**config.mk**
```make
export PLATFORM = sky130hd
export DESIGN_NAME = pc_redirect_unit_flat
export DESIGN_NICKNAME = d
export VERILOG_FILES = /design/src/rtl/pc_redirect_unit_pkg.sv /design/src/rtl/pc_redirect_unit_if.sv /design/src/rtl/pc_redirect_unit_target_calc.sv /design/src/rtl/pc_redirect_unit.sv /design/src/flat_wrapper.sv
export SDC_FILE = /design/constraint.sdc
export NUM_CORES = 1
export LEC_CHECK = 0
export ABC_CLOCK_PERIOD_IN_PS = 6400
export BUFFER_PORTS_ARGS = -buffer_cell sky130_fd_sc_hd__buf_2
export CAP_MARGIN = 20
export CORE_MARGIN = 2
export CORE_UTILIZATION = 50
export DETAILED_ROUTE_END_ITERATION = 10
export PLACE_DENSITY = 0.77
export SLEW_MARGIN = 20
export SYNTH_ARGS = -nofsm -noshare
export SYNTH_HDL_FRONTEND = slang
export SYNTH_SLANG_ARGS = --single-unit
```
**constraint.sdc**
```tcl
create_clock -name clk -period 6.4 [get_ports clk]
set_input_delay 0 -clock clk [delete_from_list [all_inputs] [get_ports clk]]
set_output_delay 0 -clock clk [all_outputs]
set_load 0.005 [all_outputs]
```
**src/rtl/pc_redirect_unit_pkg.sv**
```systemverilog
// pc_redirect_unit_pkg: shared types and constants for the PC redirect unit.
// Optional build macro used by this slice: PC_REDIRECT_STATS_EN (redirect statistics counters).
package pc_redirect_unit_pkg;

  // Redirect FSM states: normal fetch, post-redirect squash window, terminal halt
  typedef enum logic [1:0] {
    PCR_RUN   = 2'd0,
    PCR_FLUSH = 2'd1,
    PCR_HALT  = 2'd2
  } pcr_state_t;

  localparam logic ONE  = 1'b1;
  localparam logic ZERO = 1'b0;

  // Default PC after reset
  localparam logic [31:0] PCR_RESET_VECTOR = 32'h0000_0000;

  // Instructions are word aligned, so both low PC bits must be clear
  localparam logic [1:0] PCR_ALIGN_MASK = 2'b11;

  // True when the two low target bits break instruction alignment
  function automatic logic pcr_misaligned(input logic [1:0] lsbs);
    return |(lsbs & PCR_ALIGN_MASK);
  endfunction

endpackage

```
**src/rtl/pc_redirect_unit_if.sv**
```systemverilog
// pc_redirect_unit_if: EX-stage decision inputs and fetch-PC outputs of the redirect unit.
// Optional build macro: PC_REDIRECT_STATS_EN adds the redirect statistics counters.
interface pc_redirect_unit_if #(
  parameter int XLEN = 32
);

  logic            stall_i;
  logic            branch_i;
  logic            jal_i;
  logic            jalr_i;
  logic            halt_i;
  logic [XLEN-1:0] ex_pc_i;
  logic [XLEN-1:0] ex_imm_i;
  logic [XLEN-1:0] ex_rs1_i;

  logic [XLEN-1:0] pc_o;
  logic [XLEN-1:0] pc_plus4_o;
  logic            flush_o;
  logic            halted_o;
  logic            misaligned_o;

`ifdef PC_REDIRECT_STATS_EN
  logic [31:0]     redirect_cnt_o;
  logic [31:0]     taken_branch_cnt_o;

  // Pipeline side: drives EX decisions, observes the fetch PC
  modport master (
    output stall_i, branch_i, jal_i, jalr_i, halt_i, ex_pc_i, ex_imm_i, ex_rs1_i,
    input  pc_o, pc_plus4_o, flush_o, halted_o, misaligned_o,
    input  redirect_cnt_o, taken_branch_cnt_o
  );

  // Redirect unit side
  modport slave (
    input  stall_i, branch_i, jal_i, jalr_i, halt_i, ex_pc_i, ex_imm_i, ex_rs1_i,
    output pc_o, pc_plus4_o, flush_o, halted_o, misaligned_o,
    output redirect_cnt_o, taken_branch_cnt_o
  );
`else
  // Pipeline side: drives EX decisions, observes the fetch PC
  modport master (
    output stall_i, branch_i, jal_i, jalr_i, halt_i, ex_pc_i, ex_imm_i, ex_rs1_i,
    input  pc_o, pc_plus4_o, flush_o, halted_o, misaligned_o
  );

  // Redirect unit side
  modport slave (
    input  stall_i, branch_i, jal_i, jalr_i, halt_i, ex_pc_i, ex_imm_i, ex_rs1_i,
    output pc_o, pc_plus4_o, flush_o, halted_o, misaligned_o
  );
`endif

endinterface

```
**src/rtl/pc_redirect_unit_target_calc.sv**
```systemverilog
// pc_target_calc: combinational redirect target for branches/JAL (pc+imm) and
// JALR ((rs1+imm) with bit 0 cleared), plus the misalignment flag on the chosen target.
// Additions wrap modulo 2^XLEN; overflow is not reported.
module pc_target_calc
  import pc_redirect_unit_pkg::*;
#(
  parameter int XLEN = 32
) (
  input  logic            jalr_i,
  input  logic [XLEN-1:0] ex_pc_i,
  input  logic [XLEN-1:0] ex_imm_i,
  input  logic [XLEN-1:0] ex_rs1_i,
  output logic [XLEN-1:0] tgt_o,
  output logic            misaligned_o
);

  logic [XLEN-1:0] br_tgt;
  logic [XLEN-1:0] jalr_sum;
  logic [XLEN-1:0] jalr_tgt;

  assign br_tgt       = ex_pc_i + ex_imm_i;
  assign jalr_sum     = ex_rs1_i + ex_imm_i;
  assign jalr_tgt     = jalr_sum & ~XLEN'(1);
  assign tgt_o        = jalr_i ? jalr_tgt : br_tgt;
  assign misaligned_o = pcr_misaligned(tgt_o[1:0]);

endmodule

```
**src/rtl/pc_redirect_unit.sv**
```systemverilog
// pc_redirect_unit: owns the fetch PC, applies EX-stage redirects, drives a timed
// flush of younger stages, honours load-use stalls and enters a terminal halt.
// Optional build macro: PC_REDIRECT_STATS_EN adds saturating redirect counters.
// FLUSH_CYCLES must lie in 1..3 (the flush counter is 2 bits wide).
module pc_redirect_unit
  import pc_redirect_unit_pkg::*;
#(
  parameter int              XLEN         = 32,
  parameter logic [XLEN-1:0] RESET_VECTOR = XLEN'(PCR_RESET_VECTOR),
  parameter int              FLUSH_CYCLES = 2
) (
  input logic               clk,
  input logic               rst_n,
  pc_redirect_unit_if.slave bus
);

  localparam logic [1:0] FLUSH_INIT = 2'(FLUSH_CYCLES - 1);

  pcr_state_t      state;
  logic [XLEN-1:0] pc_q;
  logic [XLEN-1:0] pc_plus4;
  logic [1:0]      flush_cnt;
  logic            flush_q;
  logic            halted_q;
  logic            misaligned_q;

  logic [XLEN-1:0] tgt;
  logic            tgt_misaligned;
  logic            ex_valid;
  logic            redirect;

  pc_target_calc #(
    .XLEN (XLEN)
  ) u_target_calc (
    .jalr_i       (bus.jalr_i),
    .ex_pc_i      (bus.ex_pc_i),
    .ex_imm_i     (bus.ex_imm_i),
    .ex_rs1_i     (bus.ex_rs1_i),
    .tgt_o        (tgt),
    .misaligned_o (tgt_misaligned)
  );

  // During FLUSH the EX instruction is one we are squashing, so it cannot redirect
  assign ex_valid = (state == PCR_RUN);
  assign redirect = (bus.branch_i | bus.jal_i | bus.jalr_i) & ex_valid;
  assign pc_plus4 = pc_q + XLEN'(4);

  // FSM with PC register, flush countdown and sticky halt/misalign flags
  always_ff @(posedge clk or negedge rst_n) begin
    if (!rst_n) begin
      state        <= PCR_RUN;
      pc_q         <= RESET_VECTOR;
      flush_cnt    <= 2'd0;
      flush_q      <= ZERO;
      halted_q     <= ZERO;
      misaligned_q <= ZERO;
    end else begin
      case (state)
        PCR_RUN: begin
          if (bus.halt_i) begin
            state    <= PCR_HALT;
            halted_q <= ONE;
          end else if (redirect && tgt_misaligned) begin
            state        <= PCR_HALT;
            halted_q     <= ONE;
            misaligned_q <= ONE;
          end else if (redirect) begin
            pc_q      <= tgt;
            flush_q   <= ONE;
            flush_cnt <= FLUSH_INIT;
            state     <= PCR_FLUSH;
          end else if (!bus.stall_i) begin
            pc_q <= pc_plus4;
          end
        end
        PCR_FLUSH: begin
          if (!bus.stall_i) begin
            pc_q <= pc_plus4;
          end
          if (flush_cnt == 2'd0) begin
            state   <= PCR_RUN;
            flush_q <= ZERO;
          end else begin
            flush_cnt <= flush_cnt - 2'd1;
          end
        end
        PCR_HALT: begin
          flush_q <= ZERO;
        end
        default: begin
          state   <= PCR_RUN;
          flush_q <= ZERO;
        end
      endcase
    end
  end

  assign bus.pc_o         = pc_q;
  assign bus.pc_plus4_o   = pc_plus4;
  assign bus.flush_o      = flush_q;
  assign bus.halted_o     = halted_q;
  assign bus.misaligned_o = misaligned_q;

`ifdef PC_REDIRECT_STATS_EN
  logic [31:0] redirect_cnt;
  logic [31:0] taken_branch_cnt;
  logic        accepted;
  logic        accepted_branch;

  // A redirect only counts when it actually moves the PC (no halt, no misalignment)
  assign accepted        = redirect & ~bus.halt_i & ~tgt_misaligned;
  assign accepted_branch = accepted & bus.branch_i & ~bus.jal_i & ~bus.jalr_i;

  // Saturating counters of accepted redirects and of plain taken branches
  always_ff @(posedge clk or negedge rst_n) begin
    if (!rst_n) begin
      redirect_cnt     <= 32'd0;
      taken_branch_cnt <= 32'd0;
    end else begin
      if (accepted && (redirect_cnt != 32'hFFFF_FFFF)) begin
        redirect_cnt <= redirect_cnt + 32'd1;
      end
      if (accepted_branch && (taken_branch_cnt != 32'hFFFF_FFFF)) begin
        taken_branch_cnt <= taken_branch_cnt + 32'd1;
      end
    end
  end

  assign bus.redirect_cnt_o     = redirect_cnt;
  assign bus.taken_branch_cnt_o = taken_branch_cnt;
`endif

endmodule

```
**src/flat_wrapper.sv**
```systemverilog
// flat-port wrapper written by rule: the top's interface ports become plain ports
module pc_redirect_unit_flat import pc_redirect_unit_pkg::*;
#(
  parameter int              XLEN         = 32,
  parameter logic [XLEN-1:0] RESET_VECTOR = XLEN'(PCR_RESET_VECTOR),
  parameter int              FLUSH_CYCLES = 2
)
  (clk, rst_n, bus_stall_i, bus_branch_i, bus_jal_i, bus_jalr_i, bus_halt_i, bus_ex_pc_i, bus_ex_imm_i, bus_ex_rs1_i, bus_pc_o, bus_pc_plus4_o, bus_flush_o, bus_halted_o, bus_misaligned_o);
  pc_redirect_unit_if #(.XLEN(XLEN)) bus_i ();
  input logic clk;
  input logic rst_n;
  input wire logic [$bits(bus_i.stall_i)-1:0] bus_stall_i;
  input wire logic [$bits(bus_i.branch_i)-1:0] bus_branch_i;
  input wire logic [$bits(bus_i.jal_i)-1:0] bus_jal_i;
  input wire logic [$bits(bus_i.jalr_i)-1:0] bus_jalr_i;
  input wire logic [$bits(bus_i.halt_i)-1:0] bus_halt_i;
  input wire logic [$bits(bus_i.ex_pc_i)-1:0] bus_ex_pc_i;
  input wire logic [$bits(bus_i.ex_imm_i)-1:0] bus_ex_imm_i;
  input wire logic [$bits(bus_i.ex_rs1_i)-1:0] bus_ex_rs1_i;
  output wire logic [$bits(bus_i.pc_o)-1:0] bus_pc_o;
  output wire logic [$bits(bus_i.pc_plus4_o)-1:0] bus_pc_plus4_o;
  output wire logic [$bits(bus_i.flush_o)-1:0] bus_flush_o;
  output wire logic [$bits(bus_i.halted_o)-1:0] bus_halted_o;
  output wire logic [$bits(bus_i.misaligned_o)-1:0] bus_misaligned_o;
  assign bus_i.stall_i = bus_stall_i;
  assign bus_i.branch_i = bus_branch_i;
  assign bus_i.jal_i = bus_jal_i;
  assign bus_i.jalr_i = bus_jalr_i;
  assign bus_i.halt_i = bus_halt_i;
  assign bus_i.ex_pc_i = bus_ex_pc_i;
  assign bus_i.ex_imm_i = bus_ex_imm_i;
  assign bus_i.ex_rs1_i = bus_ex_rs1_i;
  assign bus_pc_o = bus_i.pc_o;
  assign bus_pc_plus4_o = bus_i.pc_plus4_o;
  assign bus_flush_o = bus_i.flush_o;
  assign bus_halted_o = bus_i.halted_o;
  assign bus_misaligned_o = bus_i.misaligned_o;
  pc_redirect_unit #(.XLEN(XLEN), .RESET_VECTOR(RESET_VECTOR), .FLUSH_CYCLES(FLUSH_CYCLES)) u_core (.clk(clk), .rst_n(rst_n), .bus(bus_i));
endmodule
```
Yosys cells after proc, flatten, opt, wreduce, memory -nomap -nowiden
Cells that the tools add are included.
{ "op_classes": {"add_sub_neg": 4, "mul": 0, "n_div": 0, "n_lt_le_gt_ge": 0, "n_eq_ne": 8, "shifts": 0, "muxes": 22, "bitwise_logic": 5, "n_reduce_logical": 12} }
{ "ops": {"columns": ["cell", "n"], "rows": [
  ["two-way mux 32 bit", 5],
  ["adder 32 bit", 2],
  ["case mux 32 bit (2 select lines)", 1],
  ["adder 32 x 3 -> 32 bit (second input constant)", 1],
  ["two-way mux 2 bit", 7],
  ["AND reduction 3 bit", 3],
  ["!= test 2 bit (second input constant)", 4],
  ["two-way mux 1 bit", 6],
  ["case mux 2 bit (3 select lines)", 1],
  ["AND reduction 5 bit", 1],
  ["zero test 2 bit", 2],
  ["!= test 4 bit (second input constant)", 1],
  ["case mux 2 bit (2 select lines)", 1],
  ["AND reduction 4 bit", 1],
  ["nonzero test 2 bit", 2],
  ["== test 2 x 1 -> 1 bit (second input constant)", 1],
  ["== test 2 bit (second input constant)", 1],
  ["!= test 2 x 1 -> 1 bit (second input constant)", 1],
  ["NOT 1 bit", 2],
  ["OR 1 bit", 2],
  ["case mux 1 bit (2 select lines)", 1],
  ["AND reduction 2 bit", 1],
  ["OR reduction 2 bit", 1],
  ["subtractor 2 x 1 -> 2 bit (second input constant)", 1],
  ["2 further kinds", 2]
]} }
{ "word_totals": {"register_bits": 39, "latch_bits": 0, "ram_bits": 0, "romBits": 0, "inputBits": 103, "out_inout_bits": 67, "wordCells": 57, "mem_count": 0} }

Logic depth before layout (Yosys ltp)
{ "logic_depth": {"ltp_word": 7, "depth_mapped": 13, "depth_no_buf": 13} }

Modules after synthesis
From an unflattened synthesis, not the netlist that was laid out.
{ "hier_totals": {"hier_cells": 845, "hier_area_um2": 6397.4} }
{ "by_module_without_submodules": {"columns": ["module", "instances", "cells_each", "area_per_inst_um2", "seq_area_each_um2"], "rows": [
  ["pc_target_calc", 1, 518, 3702.3, 0.0],
  ["pc_redirect_unit", 1, 327, 2695.1, 975.9]
]} }

Worst setup path before layout
Ideal clock, no wire load.
{ "synth_path": {"path_type": "reg2reg", "start": "register u_core.pc_q[2] (netlist: u_core.bus.pc_o[2])", "end": "register u_core.pc_q[28] (netlist: u_core.bus.pc_o[28])", "setup_time_ns": 0.123, "arrival_time_ns": 2.308, "required_ns": 6.277, "path_slack_ns": 3.969, "path_stages_with_launch": 13, "n_path_buf": 1, "period_less_slack_ns": 2.431, "path_cell_list": "dfrtp_1 ha_1 and4_1 and4_1 buf_4 and2b_1 and2b_1 and3_1 nand4_1 nor2_1 xor2_1 o221ai_1 o21ai_1"} }
{ "synth_between": {"elab_chain_cells": 6} }
{ "synth_lines": {"columns": ["element", "line_no", "text"], "rows": [
  ["start: declaration", "pc_redirect_unit.sv:20", "logic [XLEN-1:0] pc_q;"],
  ["start signal: assignment", "pc_redirect_unit.sv:68", "pc_q <= tgt;"],
  ["start signal: assignment", "pc_redirect_unit.sv:73", "pc_q <= pc_plus4;"],
  ["start signal: assignment", "pc_redirect_unit.sv:78", "pc_q <= pc_plus4;"],
  ["adder 32 x 3 -> 32 bit *", "pc_redirect_unit.sv:46", "assign pc_plus4 = pc_q + XLEN'(4);"],
  ["two-way mux 32 bit *", "pc_redirect_unit.sv:72, pc_redirect_unit.sv:77", null],
  ["two-way mux 32 bit", "pc_redirect_unit.sv:67", "end else if (redirect) begin"],
  ["two-way mux 32 bit", "pc_redirect_unit.sv:63", "end else if (redirect && tgt_misaligned) begin"],
  ["two-way mux 32 bit", "pc_redirect_unit.sv:60", "if (bus.halt_i) begin"],
  ["case mux 32 bit (2 select lines) *", "pc_redirect_unit.sv:58", "case (state)"]
]} }
Every way passes the cells marked *; elsewhere a longest branch is shown, timed or not. The select of a mux whose other input is x is not followed.
A chain may end at the register's enable or synchronous reset.

Final worst setup path
{ "layout_path": {"start": "input port bus_jalr_i", "end": "register u_core.pc_q[31] (netlist: u_core.bus.pc_o[31])"} }
{ "layout_between": {"elab_chain_cells": 6, "elab_cells_between_ends": 11, "cone_classes": "eq/ne: 1; mux: 5; bitwise: 2; reduce/logical: 3"} }
{ "layout_lines": {"columns": ["element", "line_no", "text"], "rows": [
  ["start: declaration", "flat_wrapper.sv:15", "input wire logic [$bits(bus_i.jalr_i)-1:0] bus_jalr_i;"],
  ["OR 1 bit", "pc_redirect_unit.sv:45", "assign redirect = (bus.branch_i | bus.jal_i | bus.jalr_i) & ex_valid;"],
  ["bitwise AND 1 bit", "pc_redirect_unit.sv:45", null],
  ["two-way mux 32 bit", "pc_redirect_unit.sv:67", null],
  ["two-way mux 32 bit", "pc_redirect_unit.sv:63", null],
  ["two-way mux 32 bit", "pc_redirect_unit.sv:60", null],
  ["case mux 32 bit (2 select lines)", "pc_redirect_unit.sv:58", null]
]} }
Parallel ways exist; a longest one is shown, timed or not. The select of a mux whose other input is x is not followed.

==> flow_summary.toml <==
[routing]
drt_iter0_drc = 482
via_per_inst = 5.98
postRouteAntennaNets = 0
wirelength_um = 18000
drc = 0
first_pass_iters = 5
vias = 6492
wl_per_cell_um = 16.5

[synthesis]
synth_top_area_share_pct = 16.6
synth-seq-cells = 39
ys.flop_type = "dfrtp_1"
synth.cell_area_um2 = 5880
synth_area_leader_cell = "dfrtp_1"
synth-edff-count = 0
synth_area_leaders = "dfrtp_1 (17%), ha_1 (13%), a21oi_1 (9.1%)"
ys_seq_area_share_pct = 16.6
syn-instance-count = 797
ys_types = 69
avgSynthCellArea_um2 = 7.38
yosysWarnings = 0
ys_async_sr_fraction_pct = 100
syn_nets = 965

[global_routing]
antenna_found_initial = 0
grt_pass1_wl_um = 29000
grt_pass1_vias = 5922
grtUsageTotal_pct = 27.5
grt_max_degree = 58
overflow = 0

[clocking]
root_buffer = "clkbuf_16"
worstSkewPairLatency_ns = 0.29
clk_pin_slew_ns = 0.06
cts_sinks = 39
numCtsBuffers = 5
cts_setup_buffers = 0
cts_tree = "built"
cts_max_level = 2
clock_path_buffers = 2

[floorplanning]
num_io_pins = 170
dieHeight_um = 112
die_w_um = 112
row_count = 39
start_util_pct = 51.3
core_area_um2 = 11500
die-area_um2 = 12700

[setup_path]
crit_required_ns = 6.62
critPathMaxFanout = 57
cp_cell_sequence = "buf_2 -> nor3_1 -> nor3_1 -> buf_4 -> a21oi_1 -> o21ai_1 -> buf_4 -> a21oi_1 -> o21a_1 -> nor2_1 -> a31oi_1 -> o21ai_1 -> o21ai_1"
crit_top_cell = "o21ai_1"
slowest_stage = "a21oi_1"
endpoint_kind = "flip-flop"
worstPathArrival_ns = 3.24
cpPeakStageDelay_ns = 0.90
critPathLaunchType = "input port"
critPathKind = "in -> reg"

[place]
dp_hpwl_um = 14400
place_area_um2 = 6780
routabilityCongestion = 0.944
portBuffers = 169

[timing]
maxSlewViolCount = 0
hold_viol = 0
post-route-period-util_pct = 47.3
setup_viol = 0
skew_ns = 0.00658
tightestPinTransition_ns = 1.17
slew_headroom_pct = 22.1
rsz0062_at_grt = "no"
clock.fmax_ghz = 0.330
min_period_ns = 3.03
setup-tns-final_ns = 0

[finish]
area_delta_synth_final_pct = 18.4
finalNetCount = 1110
final_cell_area_um2 = 6970
drive_gt1_share_pct = 20.8
antennaDiodeCount = 0

[power_and_ir_drop]
vdd_drop_max_v = 0.000158
power.density_nw_per_um2 = 204
p_leak_nw = 3.40

[run]
cap_violations = 0

[hold_path]
worstHoldPathType = "in -> reg"

[outcome]
status = "finished clean"
==> critical path, delay by kind of cell <==
kind,cells,cell delay (ns)
buffers and inverters,3,0.76
AND/OR/NAND/NOR,3,0.54
AO/OA/AOI/OAI,7,1.94
==> timing repair <==
action,CTS,global route
setup endpoints to repair,0,0
hold endpoints to repair,40,0
hold buffers,2,0
gates resized for setup,0,0
==> area by class of cell <==
class                   instances  area [um^2]
inverters                      23         86.3
repair buffers                175          896
fillers                      1088         4500
flip-flops and latches         39          976
clock buffers                   6          139
multi-input cells             698         4660
clock inverters                 2         35.0
well taps                     143          179
==> routing by layer <==
layer	track usage (%)	share of wire, %	vias up
met5	0	0	-
met4	6.75	1.8	0
met3	3.83	7.7	27
met2	44.8	46	286
met1	38.7	45	2960
li1	-	-	3219
==> cells in the final DEF (no fill, tap or decap), types with 22 or more instances in the layout <==
cell type,n
a21o_1,33
inv_1,23
nand3_1,22
dfrtp_1,39
nor2_1,66
ha_1,63
o21ai_0,60
buf_2,169
xnor2_1,46
xor2_1,32
nand2_1,69
a21oi_1,107
==> Yosys cell counts (3+ instances only) <==
master,number
or3_1,9
and3_1,9
o211ai_1,4
dfrtp_1,39
a32oi_1,3
a21o_1,33
o22ai_1,18
a211oi_1,5
mux2i_1,6
buf_4,6
a21boi_0,4
o211a_1,3
nand2_1,69
xnor2_1,46
nor3b_1,3
ha_1,63
a22oi_1,3
o21ai_1,5
nand4_1,14
nor2b_1,8
clkbuf_1,26
o21bai_1,5
nor2_1,66
nand3b_1,3
inv_1,23
nor3_1,14
and2_1,4
a21oi_1,107
nand3_1,22
o21ai_0,60
o31ai_1,8
xor2_1,32
and4_1,5
nand2b_1,13
o21a_1,7
buf_1,3
a31oi_1,8
==> flip-flops by register name (all words and copies together) (netlist names) <==
name and count:
u_core.bus.flush_o 1, u_core.bus.halted_o 1, u_core.bus.misaligned_o 1, u_core.bus.pc_o 32, u_core.flush_cnt 2, u_core.state 2
==> power breakdown <==
| group | switching [mW] | internal, mW |
|---|---|---|
| registers | 0.0970 | 0.304 |
| logic | 0.389 | 0.329 |
| clock network | 0.105 | 0.194 |
==> path summary, 6_finish.rpt <==
path / from / endpoint / slack (ns) / cells past startpoint
hold reg to reg: u_core.bus.misaligned_o$_DFFE_PN0P_ / u_core.bus.misaligned_o$_DFFE_PN0P_ / 0.47 / 1
hold / removal: bus_branch_i / u_core.bus.flush_o$_DFFE_PN0P_ / 0.22 / 7
min in group asynchronous: rst_n / u_core.state[0]$_DFFE_PN0P_ / 0.39 / 2
setup / recovery: bus_jalr_i / u_core.bus.pc_o[31]$_DFFE_PN0P_ / 3.37 / 13
setup reg to reg: u_core.state[1]$_DFFE_PN0P_ / u_core.bus.pc_o[31]$_DFFE_PN0P_ / 3.39 / 11
max in group asynchronous: rst_n / u_core.bus.pc_o[10]$_DFFE_PN0P_ / 5.44 / 2
==> per-stage QoR <==
step	power (mW)	hold WS (ns)	utilization (%)	cells	setup slack (ns)
detailed placement	1.11	0.182	59.1	1076	3.20
global route	1.50	0.257	60.8	1086	3.04
global placement	1.10	0.173	59.1	1076	3.23
finish	1.42	0.218	60.8	1086	3.37
floorplan	0.829	-0.296	-	797	3.97
CTS	1.41	0.223	60.8	1086	3.43
==> cell families (layout without fill, tap and decap cells) <==
family | count (synthesis) | after routing | share of synthesized area (%)
adders and majority gates | 65 | 65 | 14.1
and+or+nand+nor | 253 | 253 | 21.6
buffers and inverters | 60 | 206 | 4.25
muxes | 6 | 6 | 1.02
xor gates and xnor gates | 78 | 78 | 11.6
DFF | 39 | 39 | 16.6
AOI/OAI and AO/OA | 296 | 296 | 30.9
(Power assumes the default switching activity.)
